## src/rtl/oled_pixel_streamer_pkg.sv

```systemverilog
// Shared definitions for the OLED screen path: panel geometry defaults,
// SSD1331 address-window opcodes, the RGB565 palette used by the
// Game_Screen_N modules, and the streamer FSM state type.
package oled_pixel_streamer_pkg;

    localparam int OLED_WIDTH  = 96;
    localparam int OLED_HEIGHT = 64;

    // SSD1331 address-window opcodes (each takes a start and an end operand)
    localparam logic [7:0] SSD1331_SET_COL = 8'h15;
    localparam logic [7:0] SSD1331_SET_ROW = 8'h75;

    // RGB565 palette shared by the screen modules
    localparam logic [15:0] COL_BLACK  = 16'h0000;
    localparam logic [15:0] COL_WHITE  = 16'hFFFF;
    localparam logic [15:0] COL_RED    = 16'hF800;
    localparam logic [15:0] COL_GREEN  = 16'h07E0;
    localparam logic [15:0] COL_BLUE   = 16'h001F;
    localparam logic [15:0] COL_YELLOW = 16'hFFE0;

    typedef enum logic [1:0] {IDLE, CMD, PIX, GAP} strm_state_e;

    // Byte idx (0..5) of the full-panel address-window burst
    function automatic logic [7:0] win_cmd_byte(input logic [2:0] idx,
                                                input int w, input int h);
        case (idx)
            3'd0:    return SSD1331_SET_COL;
            3'd1:    return 8'h00;
            3'd2:    return 8'(w - 1);
            3'd3:    return SSD1331_SET_ROW;
            3'd4:    return 8'h00;
            default: return 8'(h - 1);
        endcase
    endfunction

endpackage

```

## src/rtl/oled_pixel_streamer_spi_byte_tx.sv

```systemverilog
// SPI byte serialiser (mode 3, MSB first).
// A load strobe sampled on a clk edge starts the byte on that same edge:
// sclk drops and sdin shows the MSB. Each bit is sclk low for CLK_DIV clk,
// then high for CLK_DIV clk. done is high during the final clk of the last
// bit, so a load in that cycle continues with no gap between bytes.
// Ports: clk, rst_n; load/data/dc_in (byte request); sclk, sdin, d_cn (line
// outputs, idle 1/0/1); done (last-bit pulse).
module spi_byte_tx #(
    parameter int CLK_DIV = 2
) (
    input  logic       clk,
    input  logic       rst_n,
    input  logic       load,
    input  logic [7:0] data,
    input  logic       dc_in,
    output logic       sclk,
    output logic       sdin,
    output logic       d_cn,
    output logic       done
);
    localparam int DW = (CLK_DIV > 1) ? $clog2(CLK_DIV) : 1;

    logic [6:0]    sh;      // bits still to send after the one on sdin
    logic [2:0]    bitcnt;
    logic [DW-1:0] divcnt;
    logic          active;
    logic          div_end;

    assign div_end = (divcnt == DW'(CLK_DIV - 1));
    assign done    = active && sclk && div_end && (bitcnt == 3'd7);

    always_ff @(posedge clk or negedge rst_n) begin
        if (!rst_n) begin
            sh     <= '0;
            bitcnt <= '0;
            divcnt <= '0;
            active <= 1'b0;
            sclk   <= 1'b1;
            sdin   <= 1'b0;
            d_cn   <= 1'b1;
        end else if (load) begin
            sh     <= data[6:0];
            bitcnt <= '0;
            divcnt <= '0;
            active <= 1'b1;
            sclk   <= 1'b0;
            sdin   <= data[7];
            d_cn   <= dc_in;
        end else if (active) begin
            if (div_end) begin
                divcnt <= '0;
                if (!sclk) begin
                    sclk <= 1'b1;
                end else if (bitcnt == 3'd7) begin
                    // no follow-on byte: return the lines to idle
                    active <= 1'b0;
                    sdin   <= 1'b0;
                    d_cn   <= 1'b1;
                end else begin
                    bitcnt <= bitcnt + 3'd1;
                    sclk   <= 1'b0;
                    sdin   <= sh[6];
                    sh     <= {sh[5:0], 1'b0};
                end
            end else begin
                divcnt <= divcnt + 1'b1;
            end
        end
    end

endmodule

```

## src/rtl/oled_pixel_streamer.sv

```systemverilog
// Streams full frames from a combinational screen module to an SSD1331
// panel. Each frame is a 6-byte address-window burst followed by
// WIDTH*HEIGHT RGB565 pixels (high byte first), then a one-bit-time gap
// with cs_n released. enable is only looked at on frame boundaries.
// Ports: clk, rst_n; enable; oled_data (pixel at x/y); x, y (scan
// position); frame_begin, busy (status); cs_n, sclk, sdin, d_cn (SPI).
module oled_pixel_streamer
    import oled_pixel_streamer_pkg::*;
#(
    parameter int WIDTH   = OLED_WIDTH,
    parameter int HEIGHT  = OLED_HEIGHT,
    parameter int CLK_DIV = 2
) (
    input  logic        clk,
    input  logic        rst_n,
    input  logic        enable,
    input  logic [15:0] oled_data,
    output logic [6:0]  x,
    output logic [5:0]  y,
    output logic        frame_begin,
    output logic        busy,
    output logic        cs_n,
    output logic        sclk,
    output logic        sdin,
    output logic        d_cn
);
    localparam int NPIX = WIDTH * HEIGHT;
    // one counter serves as command index, pixel count and gap timer
    localparam int CWA  = ($clog2(NPIX + 1) > 3) ? $clog2(NPIX + 1) : 3;
    localparam int CW   = (CWA > $clog2(2 * CLK_DIV)) ? CWA : $clog2(2 * CLK_DIV);

    strm_state_e   st, st_nxt;
    logic [CW-1:0] cnt;
    logic [7:0]    pix_lo;   // high byte goes straight from oled_data to the serialiser
    logic          lo_pend;  // low byte of the captured pixel still to send

    logic          tx_load, tx_dc, tx_done;
    logic [7:0]    tx_byte;
    logic          start, cap;

    spi_byte_tx #(.CLK_DIV(CLK_DIV)) u_tx (
        .clk   (clk),
        .rst_n (rst_n),
        .load  (tx_load),
        .data  (tx_byte),
        .dc_in (tx_dc),
        .sclk  (sclk),
        .sdin  (sdin),
        .d_cn  (d_cn),
        .done  (tx_done)
    );

    always_ff @(posedge clk or negedge rst_n) begin
        if (!rst_n) st <= IDLE;
        else        st <= st_nxt;
    end

    always_comb begin
        st_nxt  = st;
        tx_load = 1'b0;
        tx_byte = 8'h00;
        tx_dc   = 1'b0;
        start   = 1'b0;
        cap     = 1'b0;
        unique case (st)
            IDLE: begin
                if (enable) begin
                    st_nxt  = CMD;
                    start   = 1'b1;
                    tx_load = 1'b1;
                    tx_byte = win_cmd_byte(3'd0, WIDTH, HEIGHT);
                end
            end
            CMD: begin
                if (tx_done) begin
                    tx_load = 1'b1;
                    if (cnt == CW'(6)) begin
                        st_nxt  = PIX;
                        cap     = 1'b1;
                        tx_byte = oled_data[15:8];
                        tx_dc   = 1'b1;
                    end else begin
                        tx_byte = win_cmd_byte(cnt[2:0], WIDTH, HEIGHT);
                    end
                end
            end
            PIX: begin
                if (tx_done) begin
                    if (lo_pend) begin
                        tx_load = 1'b1;
                        tx_byte = pix_lo;
                        tx_dc   = 1'b1;
                    end else if (cnt == CW'(NPIX)) begin
                        st_nxt = GAP;
                    end else begin
                        tx_load = 1'b1;
                        cap     = 1'b1;
                        tx_byte = oled_data[15:8];
                        tx_dc   = 1'b1;
                    end
                end
            end
            GAP: begin
                if (cnt == CW'(2 * CLK_DIV - 1)) begin
                    if (enable) begin
                        st_nxt  = CMD;
                        start   = 1'b1;
                        tx_load = 1'b1;
                        tx_byte = win_cmd_byte(3'd0, WIDTH, HEIGHT);
                    end else begin
                        st_nxt = IDLE;
                    end
                end
            end
            default: st_nxt = IDLE;
        endcase
    end

    always_ff @(posedge clk or negedge rst_n) begin
        if (!rst_n) begin
            cnt         <= '0;
            pix_lo      <= '0;
            lo_pend     <= 1'b0;
            x           <= '0;
            y           <= '0;
            frame_begin <= 1'b0;
            busy        <= 1'b0;
            cs_n        <= 1'b1;
        end else begin
            frame_begin <= start;
            busy        <= (st_nxt != IDLE);
            cs_n        <= !(st_nxt == CMD || st_nxt == PIX);
            if (start) begin
                cnt     <= CW'(1);
                lo_pend <= 1'b0;
                x       <= '0;
                y       <= '0;
            end else if (cap) begin
                // x/y move on as soon as the pixel is latched, giving the
                // screen module two byte-times to settle on the next one
                cnt     <= (st == CMD) ? CW'(1) : cnt + CW'(1);
                pix_lo  <= oled_data[7:0];
                lo_pend <= 1'b1;
                if (x == 7'(WIDTH - 1)) begin
                    x <= '0;
                    y <= (y == 6'(HEIGHT - 1)) ? 6'd0 : y + 6'd1;
                end else begin
                    x <= x + 7'd1;
                end
            end else if (tx_load) begin
                if (st == CMD) cnt <= cnt + CW'(1);
                lo_pend <= 1'b0;
            end else if (st == PIX && st_nxt == GAP) begin
                cnt <= '0;
            end else if (st == GAP) begin
                cnt <= (st_nxt == GAP) ? cnt + CW'(1) : '0;
            end
        end
    end

endmodule

```

## config.mk

```make
export PLATFORM = sky130hd
export DESIGN_NAME = oled_pixel_streamer
export DESIGN_NICKNAME = d
export VERILOG_FILES = /design/src/rtl/oled_pixel_streamer_pkg.sv /design/src/rtl/oled_pixel_streamer_spi_byte_tx.sv /design/src/rtl/oled_pixel_streamer.sv
export SDC_FILE = /design/constraint.sdc
export NUM_CORES = 1
export LEC_CHECK = 0
export BUFFER_PORTS_ARGS = -buffer_cell sky130_fd_sc_hd__buf_2
export CELL_PAD_IN_SITES_DETAIL_PLACEMENT = 1
export CELL_PAD_IN_SITES_GLOBAL_PLACEMENT = 1
export CORE_MARGIN = 2
export CORE_UTILIZATION = 41
export CTS_CLUSTER_SIZE = 12
export DETAILED_ROUTE_END_ITERATION = 12
export PLACE_DENSITY = 0.8
export SYNTH_ARGS = -nofsm -noshare
export SYNTH_HDL_FRONTEND = slang
export SYNTH_SLANG_ARGS = --single-unit
```

## constraint.sdc

```tcl
create_clock -name clk -period 3.4 [get_ports clk]
set_clock_uncertainty 0.2 [all_clocks]
set_input_delay 0.17 -clock clk [delete_from_list [all_inputs] [get_ports clk]]
set_output_delay 0.17 -clock clk [all_outputs]
set_load 0.01 [all_outputs]
```

# After elaboration in Yosys (flattened, before gate mapping)
# Cells that the tools add are included.
[word_totals]
ff_bits = 55
latch_bits = 0
ram_bits = 0
mem_bits_ro = 0
input_bits = 19
out_inout_bits = 19
wordCells = 148
mem_count = 0
[op_classes]
add_sub_neg = 5
multipliers = 0
div = 0
order_cmp = 0
eq_ne = 18
shifts = 0
n_mux = 83
bitwise = 1
n_reduce_logical = 25
[ops]
columns = ["op", "n"]
rows = [
  ["13-bit 2-to-1 mux", 8],
  ["7-bit 2-to-1 mux", 8],
  ["8-bit 2-to-1 mux", 6],
  ["1-bit 2-to-1 mux", 37],
  ["8-bit case mux with 4 select lines", 1],
  ["7-bit case mux with 4 select lines", 1],
  ["6-bit 2-to-1 mux", 4],
  ["3-bit 2-to-1 mux", 5],
  ["2-bit 2-to-1 mux", 7],
  ["2-bit nonzero test", 7],
  ["13-bit by 1-bit adder with 13-bit output, second input constant", 1],
  ["13-bit equality test, second input constant", 1],
  ["13-bit by 2-bit equality test with 1-bit output, second input constant", 1],
  ["13-bit by 3-bit equality test with 1-bit output, second input constant", 1],
  ["2-bit equality test, second input constant", 4],
  ["2-bit case mux with 4 select lines", 1],
  ["2-bit AND reduction", 4],
  ["4-bit AND reduction", 2],
  ["7-bit by 1-bit adder with 7-bit output, second input constant", 1],
  ["7-bit equality test, second input constant", 1],
  ["6-bit by 1-bit adder with 6-bit output, second input constant", 1],
  ["3-bit by 2-bit equality test with 1-bit output, second input constant", 2],
  ["3-bit equality test, second input constant", 2],
  ["6-bit equality test, second input constant", 1],
  ["other kinds (19)", 25],
]

# Logic depth before layout (Yosys ltp)
# Gate-level depths: netlist of run 1.
[depth]
word_depth = 12
ltp_mapped = 17
depth_no_buf = 15

# Hierarchy
# A second synthesis of run 1 with hierarchy kept.
[hier_totals]
cells_unflattened = 376
hier_area_um2 = 3489.6
[by_module_without_submodules]
columns = ["mod", "n_inst", "cells_each", "area_each_um2", "seq_area_each_um2"]
rows = [
  ["oled_pixel_streamer", 1, 319, 2723.9, 1002.2],
  ["spi_byte_tx", 1, 57, 765.7, 377.9],
]

# Least setup slack after synthesis of run 1
# Ideal clock, no wire load.
[synth_path]
path_kind = "flip-flop to flip-flop"
start = "register u_tx.bitcnt[0]"
end = "register cnt[4]"
setup_ns = 0.126
t_arrival_ns = 2.982
required_ns = 3.074
setup_slack_ns = 0.092
stages_incl_launch_ff = 17
n_path_buf = 1
period_less_slack_ns = 3.308
cell_sequence = "dfrtp_1 ha_1 ha_1 and4_1 buf_4 nand2_1 nor2_1 nor2_1 o21a_1 inv_1 ha_1 a21oi_1 nor2_1 a31oi_2 nor3b_4 nor2_2 a221o_1"
[synth_between]
elab_chain_len = 11
word_cells_on_any_way = 22
classes_between = "eq/ne: 3; mux: 15; reduce/logical: 4"
[synth_rtl]
columns = ["element", "line_no", "text"]
rows = [
  ["start, declared", "oled_pixel_streamer_spi_byte_tx.sv:24", "logic [2:0] bitcnt;"],
  ["start signal, assigned", "oled_pixel_streamer_spi_byte_tx.sv:60", "bitcnt <= bitcnt + 3'd1;"],
  ["3-bit equality test *", "oled_pixel_streamer_spi_byte_tx.sv:30", "assign done = active && sclk && div_end && (bitcnt == 3'd7);"],
  ["1-bit logical AND *", "oled_pixel_streamer_spi_byte_tx.sv:30", ""],
  ["2-bit 2-to-1 mux, on equally long branches", "oled_pixel_streamer.sv:88, oled_pixel_streamer.sv:75", ""],
  ["2-bit case mux with 4 select lines *", "oled_pixel_streamer.sv:65", "unique case (st)"],
  ["net st_nxt[1]", "oled_pixel_streamer.sv:32", "strm_state_e st, st_nxt;"],
  ["2-bit equality test *", "oled_pixel_streamer.sv:153, oled_pixel_streamer.sv:156", ""],
  ["13-bit 2-to-1 mux", "oled_pixel_streamer.sv:156", "cnt <= (st_nxt == GAP) ? cnt + CW'(1) : '0;"],
  ["13-bit 2-to-1 mux", "oled_pixel_streamer.sv:155", "end else if (st == GAP) begin"],
  ["13-bit 2-to-1 mux", "oled_pixel_streamer.sv:153", "end else if (st == PIX && st_nxt == GAP) begin"],
  ["13-bit 2-to-1 mux", "oled_pixel_streamer.sv:150", "end else if (tx_load) begin"],
  ["13-bit 2-to-1 mux", "oled_pixel_streamer.sv:138", "end else if (cap) begin"],
  ["13-bit 2-to-1 mux", "oled_pixel_streamer.sv:133", "if (start) begin"],
  ["end signal, assigned", "oled_pixel_streamer.sv:141", "cnt <= (st == CMD) ? CW'(1) : cnt + CW'(1);"],
  ["end signal, assigned", "oled_pixel_streamer.sv:151", "if (st == CMD) cnt <= cnt + CW'(1);"],
  ["end signal, assigned", "oled_pixel_streamer.sv:156", ""],
  ["end, declared", "oled_pixel_streamer.sv:33", "logic [CW-1:0] cnt;"],
]
# Mark *: on every way through the listed nets, which the timed path passes. The rest lies on a longest branch. The select of a mux whose other input is x is not followed.
# A chain may end at the register's enable or synchronous reset.

# Worst setup path after layout of run 1
[layout_path]
start = "register cnt[10]"
end = "register cnt[2]"
[layout_between]
elab_chain_len = 12
word_cells_on_any_way = 32
classes_between = "eq/ne: 5; mux: 24; reduce/logical: 3"
[layout_rtl]
columns = ["element", "line_no", "text"]
rows = [
  ["13-bit equality test", "oled_pixel_streamer.sv:93", "end else if (cnt == CW'(NPIX)) begin"],
  ["2-bit 2-to-1 mux", "oled_pixel_streamer.sv:93", ""],
  ["2-bit 2-to-1 mux", "oled_pixel_streamer.sv:89", "if (lo_pend) begin"],
  ["2-bit 2-to-1 mux", "oled_pixel_streamer.sv:88", "if (tx_done) begin"],
  ["2-bit case mux with 4 select lines *", "oled_pixel_streamer.sv:65", ""],
  ["net st_nxt[0]", "oled_pixel_streamer.sv:32", ""],
  ["2-bit equality test *", "oled_pixel_streamer.sv:153, oled_pixel_streamer.sv:156", ""],
  ["13-bit 2-to-1 mux", "oled_pixel_streamer.sv:156", ""],
  ["13-bit 2-to-1 mux", "oled_pixel_streamer.sv:155", ""],
  ["13-bit 2-to-1 mux", "oled_pixel_streamer.sv:153", ""],
  ["13-bit 2-to-1 mux", "oled_pixel_streamer.sv:150", ""],
  ["13-bit 2-to-1 mux", "oled_pixel_streamer.sv:138", ""],
  ["13-bit 2-to-1 mux", "oled_pixel_streamer.sv:133", ""],
]
# Marked as above.

==> out/results.ini, run 1 <==
[global_routing]
grt_pass1_wl_mm=16.68
grt_antenna_before_repair=0
grt_pass1_vias=3332
grt_max_degree=30
track_usage=0.2389
grt-ovfl-total=0

[hold_path]
hold_class=in2reg

[layout]
fin_area_mm2=0.004307
diodes=0
finalNonFillerCells=553
layout-drive-gt1-share=0.3237
areaGrowthSynthToFinish_pct=28.34
final_util=0.5488
finalNetCount=486
fill_cells=910

[yosys]
async_reset_ff_frac=1.000
synth_cell_types=66
syn_inst=368
synth-main-ff-cell=dfrtp_1
synth_nets=404
avgSynthCellArea_um2=9.119
yosys.area.top_type=dfrtp_1
synth_top_area_frac=0.3878
yosys-top-cells-area=dfrtp_1 39%, ha_1 6.3%, nand2_1 5.7%
seq_area_frac_synth=0.4113
ys_seq_elements=55
ys.warnings.count=0
netlist_area_mm2=0.003356
synth_edf_count=0

[cts]
clockBufferDepth=2
cts_root_buf=clkbuf_8
clock-sinks=55
clock_latency_ns=0.32
clkTransAtPathRegs_ns=0.11
cts.htree.levels=2
cts_buffers=5
cts_tree=yes

[sta]
tightest_slew_ns=0.6653
timing.fmax_mhz=286.9
slew_viol_final=0
slew_headroom=0.5565
period_share=1.025
period_minus_slack_ns=3.486
setup_tns_ns=-0.7039
setup_ws_ns=-0.08594
rsz0062_at_grt=yes
finalSetupViolations=11
hold_viol_final=0

[worst_setup_path]
crit_type=reg2reg
worstPathArrival_ns=3.54
cp_slowest_stage_delay_ns=0.44
endpoint_kind=flip-flop
startpoint_type=flip-flop
crit_path_top_delay_cell=or3_4
path_cells=buf_6 -> nor4_4 -> nand3_2 -> or3_4 -> nand2b_4 -> a31oi_4 -> a22oi_2 -> ha_2 -> a21oi_4 -> nor2_2 -> a31oi_2 -> nor3b_4 -> buf_6 -> buf_6 -> or3_4 -> o21ai_4
required_ns=3.45
cpMostUsedCell=buf_6
cp_max_fo=4

[die]
die-width_um=94.47
dieHeight_um=94.47
die-area_mm2=0.008925
initial_core_util=0.4276
row_count=32
ioPinCount=38
core_mm2=0.007848

[pwr]
pwr-share-comb=0.531
p_int_mw=1.671
power_leakage_nw=1.986
p_sw_frac=0.4075
ir_drop_mv=0.2174
p_clk_frac=0.140
power_density_mw_per_mm2=654.7
p_sw_mw=1.149
p_seq_frac=0.329
fin_total_pwr_mw=2.820

[routing]
vias=3160
ant_nets=0
drt_pass1_iterations=4
routedWlPerCell_um=19.15
post_drt_via_cell_ratio=5.714
dr.first_iter.drc_count=119
drt_wl_total_mm=10.59
drc_errors=0

[run]
drv_cap=0

[outcome]
violations=setup timing
status=finished with violations

[placed_design]
place_area_mm2=0.003775
portBuffers=37
hpwlAfterDp_mm=6.795
gp_congestion=0.8734
placed_cells=518

[metal layers]
layer  vias up  part of all wire  track usage
met5         -                 0            0
met4         0             0.029      0.08333
met3        22             0.029      0.03432
met2        65              0.51       0.4202
met1      1578              0.43       0.2997
li1       1495                 -            -
[cell type report]
class                           count  area, µm²  area share
Inverter                           17      63.81     0.01482
Clock inverter                      3      22.52    0.005230
Multi-Input combinational cell    283       2029      0.4712
Tap cell                          102      127.6     0.02963
Clock buffer                        5      68.82     0.01598
Timing Repair Buffer               88      611.8      0.1421
Sequential cell                    55       1383      0.3210
[what timing repair did]
item / 4_1_cts / 5_1_grt
endpoints found under the hold margin: 34 / 0
pin swaps: 7 / 15
gates resized for setup: 17 / 34
setup endpoints to repair: 11 / 13
hold buffers: 10 / 0
setup buffers: 8 / 9
[sequential cells by signal (all words and copies together), names as in the netlist]
signal        flops
x                 7
u_tx.sclk         1
y                 6
u_tx.sdin         1
u_tx.bitcnt       3
frame_begin       1
u_tx.d_cn         1
cs_n              1
u_tx.div_end      1
pix_lo            8
cnt              13
u_tx.active       1
busy              1
u_tx.sh           7
st                2
lo_pend           1
[cells in the mapped netlist, types with 5 or more instances]
| cell | count |
|---|---|
| a21oi_1 | 19 |
| a22o_1 | 6 |
| a22oi_1 | 5 |
| and3_1 | 6 |
| buf_2 | 5 |
| dfrtp_1 | 52 |
| ha_1 | 17 |
| inv_1 | 17 |
| nand2_1 | 51 |
| nand2b_1 | 5 |
| nand3_1 | 20 |
| nor2_1 | 36 |
| nor2b_1 | 7 |
| nor3_1 | 8 |
| o21a_1 | 5 |
| o21ai_0 | 13 |
| o21ai_1 | 5 |
| o22ai_1 | 7 |
| or3_1 | 5 |
[logic make-up (layout without fill, tap and decap cells)]
family	count (synthesis)	in the layout	synth area share
adders and majority gates	17	17	0.06338
buffers and inverters	30	113	0.04101
DFF	55	55	0.4113
muxes	3	3	0.008949
xor gates and xnor gates	5	5	0.01305
and+or+nand+nor	166	166	0.2621
AOI/OAI and AO/OA	92	92	0.2002
[through the flow]
step                hold WS, ns  setup WS (ns)
CTS                     0.01837       0.001448
global route            0.04055        -0.2063
finish                  0.04393       -0.08594
floorplan               -0.3256        0.09207
global placement        0.03100        0.09748
detailed placement      0.04027        -0.1091
[cell usage in the layout, fill, tap and decap left out, types with 3 or more instances in the layout]
| master | count |
|---|---|
| o22ai_1 | 7 |
| nor2_1 | 32 |
| a31oi_1 | 3 |
| a21oi_1 | 16 |
| nor2_2 | 4 |
| mux2i_1 | 3 |
| buf_6 | 5 |
| nand2b_1 | 4 |
| o21ai_1 | 4 |
| dfrtp_1 | 50 |
| nand3_2 | 3 |
| ha_2 | 5 |
| ha_1 | 12 |
| o2bb2a_2 | 4 |
| and3_1 | 6 |
| dfstp_2 | 3 |
| nor2b_1 | 6 |
| o31ai_2 | 3 |
| a22o_1 | 6 |
| or3_1 | 3 |
| a22oi_1 | 3 |
| nor4_4 | 3 |
| dlygate4sd3_1 | 10 |
| buf_2 | 37 |
| xnor2_1 | 3 |
| inv_1 | 16 |
| clkbuf_8 | 5 |
| nand2_1 | 51 |
| o21ai_0 | 11 |
| nand3_1 | 18 |
| a21o_1 | 3 |
| nor3_1 | 8 |
| nand4_1 | 3 |
| buf_4 | 36 |
| o21a_1 | 5 |
[worst max-delay path: cells and delay by family, from the launching register on]
| family | cells | cell delay, ns |
|---|---|---|
| AND/OR/NAND/NOR | 7 | 1.68 |
| buffers and inverters | 3 | 0.39 |
| adder cells (fa/ha/maj) | 1 | 0.25 |
| AO/OA/AOI/OAI | 5 | 0.49 |
| flip-flops | 1 | 0.43 |
[path summary, 6_finish.rpt]
path,from,end,slack [ns],depth (start not counted)
min reg2reg,pix_lo[4],pix_lo[4],0.30,2
min,oled_data[8],u_tx.sh[0],0.04,3
max reg2reg,cnt[10],cnt[2],-0.09,16
max in group asynchronous,rst_n,u_tx.sclk,1.93,3
min in group asynchronous,rst_n,cnt[9],0.20,2
max,cnt[10],cnt[2],-0.09,16
[power by group through the flow]
| stage | logic, mW | registers [mW] | clock network, mW |
|---|---|---|---|
| finish | 1.50 | 0.928 | 0.395 |
| global route | 1.62 | 0.947 | 0.427 |
| CTS | 1.28 | 0.919 | 0.404 |
| detailed placement | 1.14 | 0.936 | 0 |
| global placement | 1.09 | 0.927 | 0 |
| floorplan | 0.730 | 0.952 | 0 |
Power figures use the tool's default switching activity.
==> run 2, diff against run 1 <==
BUFFER_PORTS_ARGS = default   (was -buffer_cell sky130_fd_sc_hd__buf_2)
CELL_PAD_IN_SITES_GLOBAL_PLACEMENT = 2   (was 1)
CORE_UTILIZATION = 36   (was 41)
DONT_BUFFER_PORTS = 1   (was default)
PLACE_DENSITY = 0.79   (was 0.8)
==> run 2 against run 1 <==
  * The flow now finishes without violations
  * Non-clock buffer count shrank 36
  * Combinational power shrank 15%
  * Power shrank 6.4%
  * Routed wire length shrank 13%
  * Critical path depth shrank 4
  * Global-route usage shrank 5.2 points
  * Count of clock-buffer cells in the layout is the same
  * Cell count shrank 4.9%
  * Clock power grew 3%
  * Register-to-register slack gained 0.17 ns
  * Worst setup slack gained 0.17 ns
==> out/results.ini, run 2 (same netlist as run 1, synthesis figures left out) <==
[routing]
drt_wl_total_mm=9.172  ; -13%
post_drt_via_cell_ratio=5.527  ; -3.3%
dr.first_iter.drc_count=54  ; -55%
routedWlPerCell_um=17.44  ; -9.0%
vias=2907  ; -8.0%
ant_nets=0  ; unchanged
drc_errors=0  ; unchanged
drt_pass1_iterations=4  ; unchanged

[sta]
rsz0062_at_grt=yes
slew_viol_final=0  ; unchanged
finalSetupViolations=0  ; -11
hold_viol_final=0  ; unchanged
setup_ws_ns=0.08726  ; +0.1732 ns
timing.fmax_mhz=301.9  ; +5.2%
setup_tns_ns=0  ; +0.7039 ns
period_minus_slack_ns=3.313  ; -0.1732 ns
tightest_slew_ns=0.6365  ; -0.02873 ns
slew_headroom=0.5756  ; +0.01915
period_share=0.9743  ; -0.05094

[die]
initial_core_util=0.3666  ; -0.06097
ioPinCount=38  ; unchanged
dieHeight_um=100.5  ; +6.4%
core_mm2=0.009153  ; +17%
die-width_um=100.5  ; +6.4%
die-area_mm2=0.01011  ; +13%
row_count=35  ; +9.4%

[global_routing]
grt_max_degree=56  ; +87%
grt_pass1_wl_mm=15.19  ; -9.0%
grt_pass1_vias=3044  ; -8.6%
grt-ovfl-total=0  ; unchanged
grt_antenna_before_repair=0  ; unchanged
track_usage=0.1865  ; -0.05242

[layout]
largest_register_ffs=13  ; unchanged
regMostFlops=cnt
finalNetCount=450  ; -7.4%
mostFrequentLayoutCells=51 x nand2_1, 50 x dfrtp_1, 36 x buf_4, 34 x nor2_1, 19 x nand3_1
final_common_cell=nand2_1
areaGrowthSynthToFinish_pct=22.04
fin_area_mm2=0.004095  ; -4.9%
top_regs=cnt: 13 flops, pix_lo: 8 flops
layout-drive-gt1-share=0.2217  ; -0.1020
diodes=0  ; unchanged

[placed_design]
gp_congestion=0.8102  ; -7.2%
hpwlAfterDp_mm=6.532  ; -3.9%
portBuffers=0  ; -100%
dpl_worst_slack_ns=-0.002211  ; +0.1068 ns
place_area_mm2=0.003616  ; -4.2%

[hold_path]
hold_class=in2reg

[worst_setup_path]
crit_path_top_delay_cell=or4_4
cpMostUsedCell=a22oi_2
endpoint_kind=flip-flop
required_ns=3.45  ; about the same
path_cells=or4_4 -> nor4b_4 -> a31oi_1 -> a22oi_2 -> ha_2 -> a21oi_4 -> a22oi_2 -> a31oi_4 -> nor3b_4 -> buf_6 -> or3_1 -> o21ai_1
cp_slowest_stage_delay_ns=0.58  ; +0.14 ns
crit_type=reg2reg
cp_max_fo=7  ; +3
startpoint_type=flip-flop
worstPathArrival_ns=3.37  ; -0.17 ns

[cts]
cts_root_buf=clkbuf_8
clock-sinks=55  ; unchanged
cts.htree.levels=2  ; unchanged
clock_latency_ns=0.33  ; about the same
cts_tree=yes
clockBufferDepth=2  ; unchanged
cts_buffers=5  ; unchanged
clkTransAtPathRegs_ns=0.12  ; about the same

[pwr]
power_leakage_nw=1.807  ; -9.0%
ir_drop_mv=0.1969  ; -9.4%
power_density_mw_per_mm2=644.8  ; -1.5%

[run]
drv_cap=0  ; unchanged

[outcome]
status=finished clean

run 2: where the power goes:
| part | leakage [nW] | total [mW] | internal [mW] | switching [mW] |
|---|---|---|---|---|
| clock | 0.0467 | 0.407 | 0.154 | 0.254 |
| sequential | 0.678 | 0.958 | 0.817 | 0.141 |
| combinational | 1.08 | 1.28 | 0.608 | 0.668 |
run 2: worst paths after layout:
kind                                    start    endpoint  slack, ns  cells after the start
min in group asynchronous               rst_n        busy       0.13                      2
worst max register to register         cnt[3]      cnt[2]       0.09                     12
worst max-delay path                   cnt[3]      cnt[2]       0.09                     12
worst min-delay path            oled_data[11]  u_tx.sh[3]      0.005                      3
max in group asynchronous               rst_n      cnt[4]       2.57                      2
worst min register to register      pix_lo[6]   pix_lo[6]       0.30                      2
run 2: repair_timing:
action                                  4_1_cts  5_1_grt
pin swaps                                     0       10
buffers inserted                              0       11
endpoints found under the setup margin        5       12
hold endpoints to repair                     69        0
resized for setup                             4       27
hold buffers                                 15        0
run 2: through the flow:
step	util	total power, mW	std cells	hold slack, ns
3_3_place_gp	0.3951	2.004	492	-0.3239
3_5_place_dp	0.3951	2.033	492	-0.3234
2_1_floorplan	-	1.682	368	-0.3256
6_report	0.4474	2.641	526	0.005454
4_1_cts	0.4256	2.489	515	0.005740
5_1_grt	0.4474	2.834	526	0.02415
run 2: worst max-delay path, delay by kind of cell, from the launching register on:
kind                       cells  cell delay [ns]
and+or+nand+nor                4             1.41
adders and majority gates      1             0.25
AOI/OAI and AO/OA              6             0.76
DFF                            1             0.44
buffers and inverters          1             0.16
run 2: cell type report:
class | count | area, µm²
clock buffer | 5 | 68.82
clock inverter | 3 | 27.53
fill | 1053 | 5057
inverter | 17 | 63.81
multi-input combinational | 283 | 1964
sequential | 55 | 1383
tap | 111 | 138.9
timing repair buffer | 52 | 449.2
run 2: layer usage:
metal,track usage,up-vias,share of wire
li1,-,1411,-
met1,0.2487,1451,0.46
met2,0.3154,36,0.50
met3,0.03606,9,0.030
met4,0.04004,0,0.010
met5,0,-,0
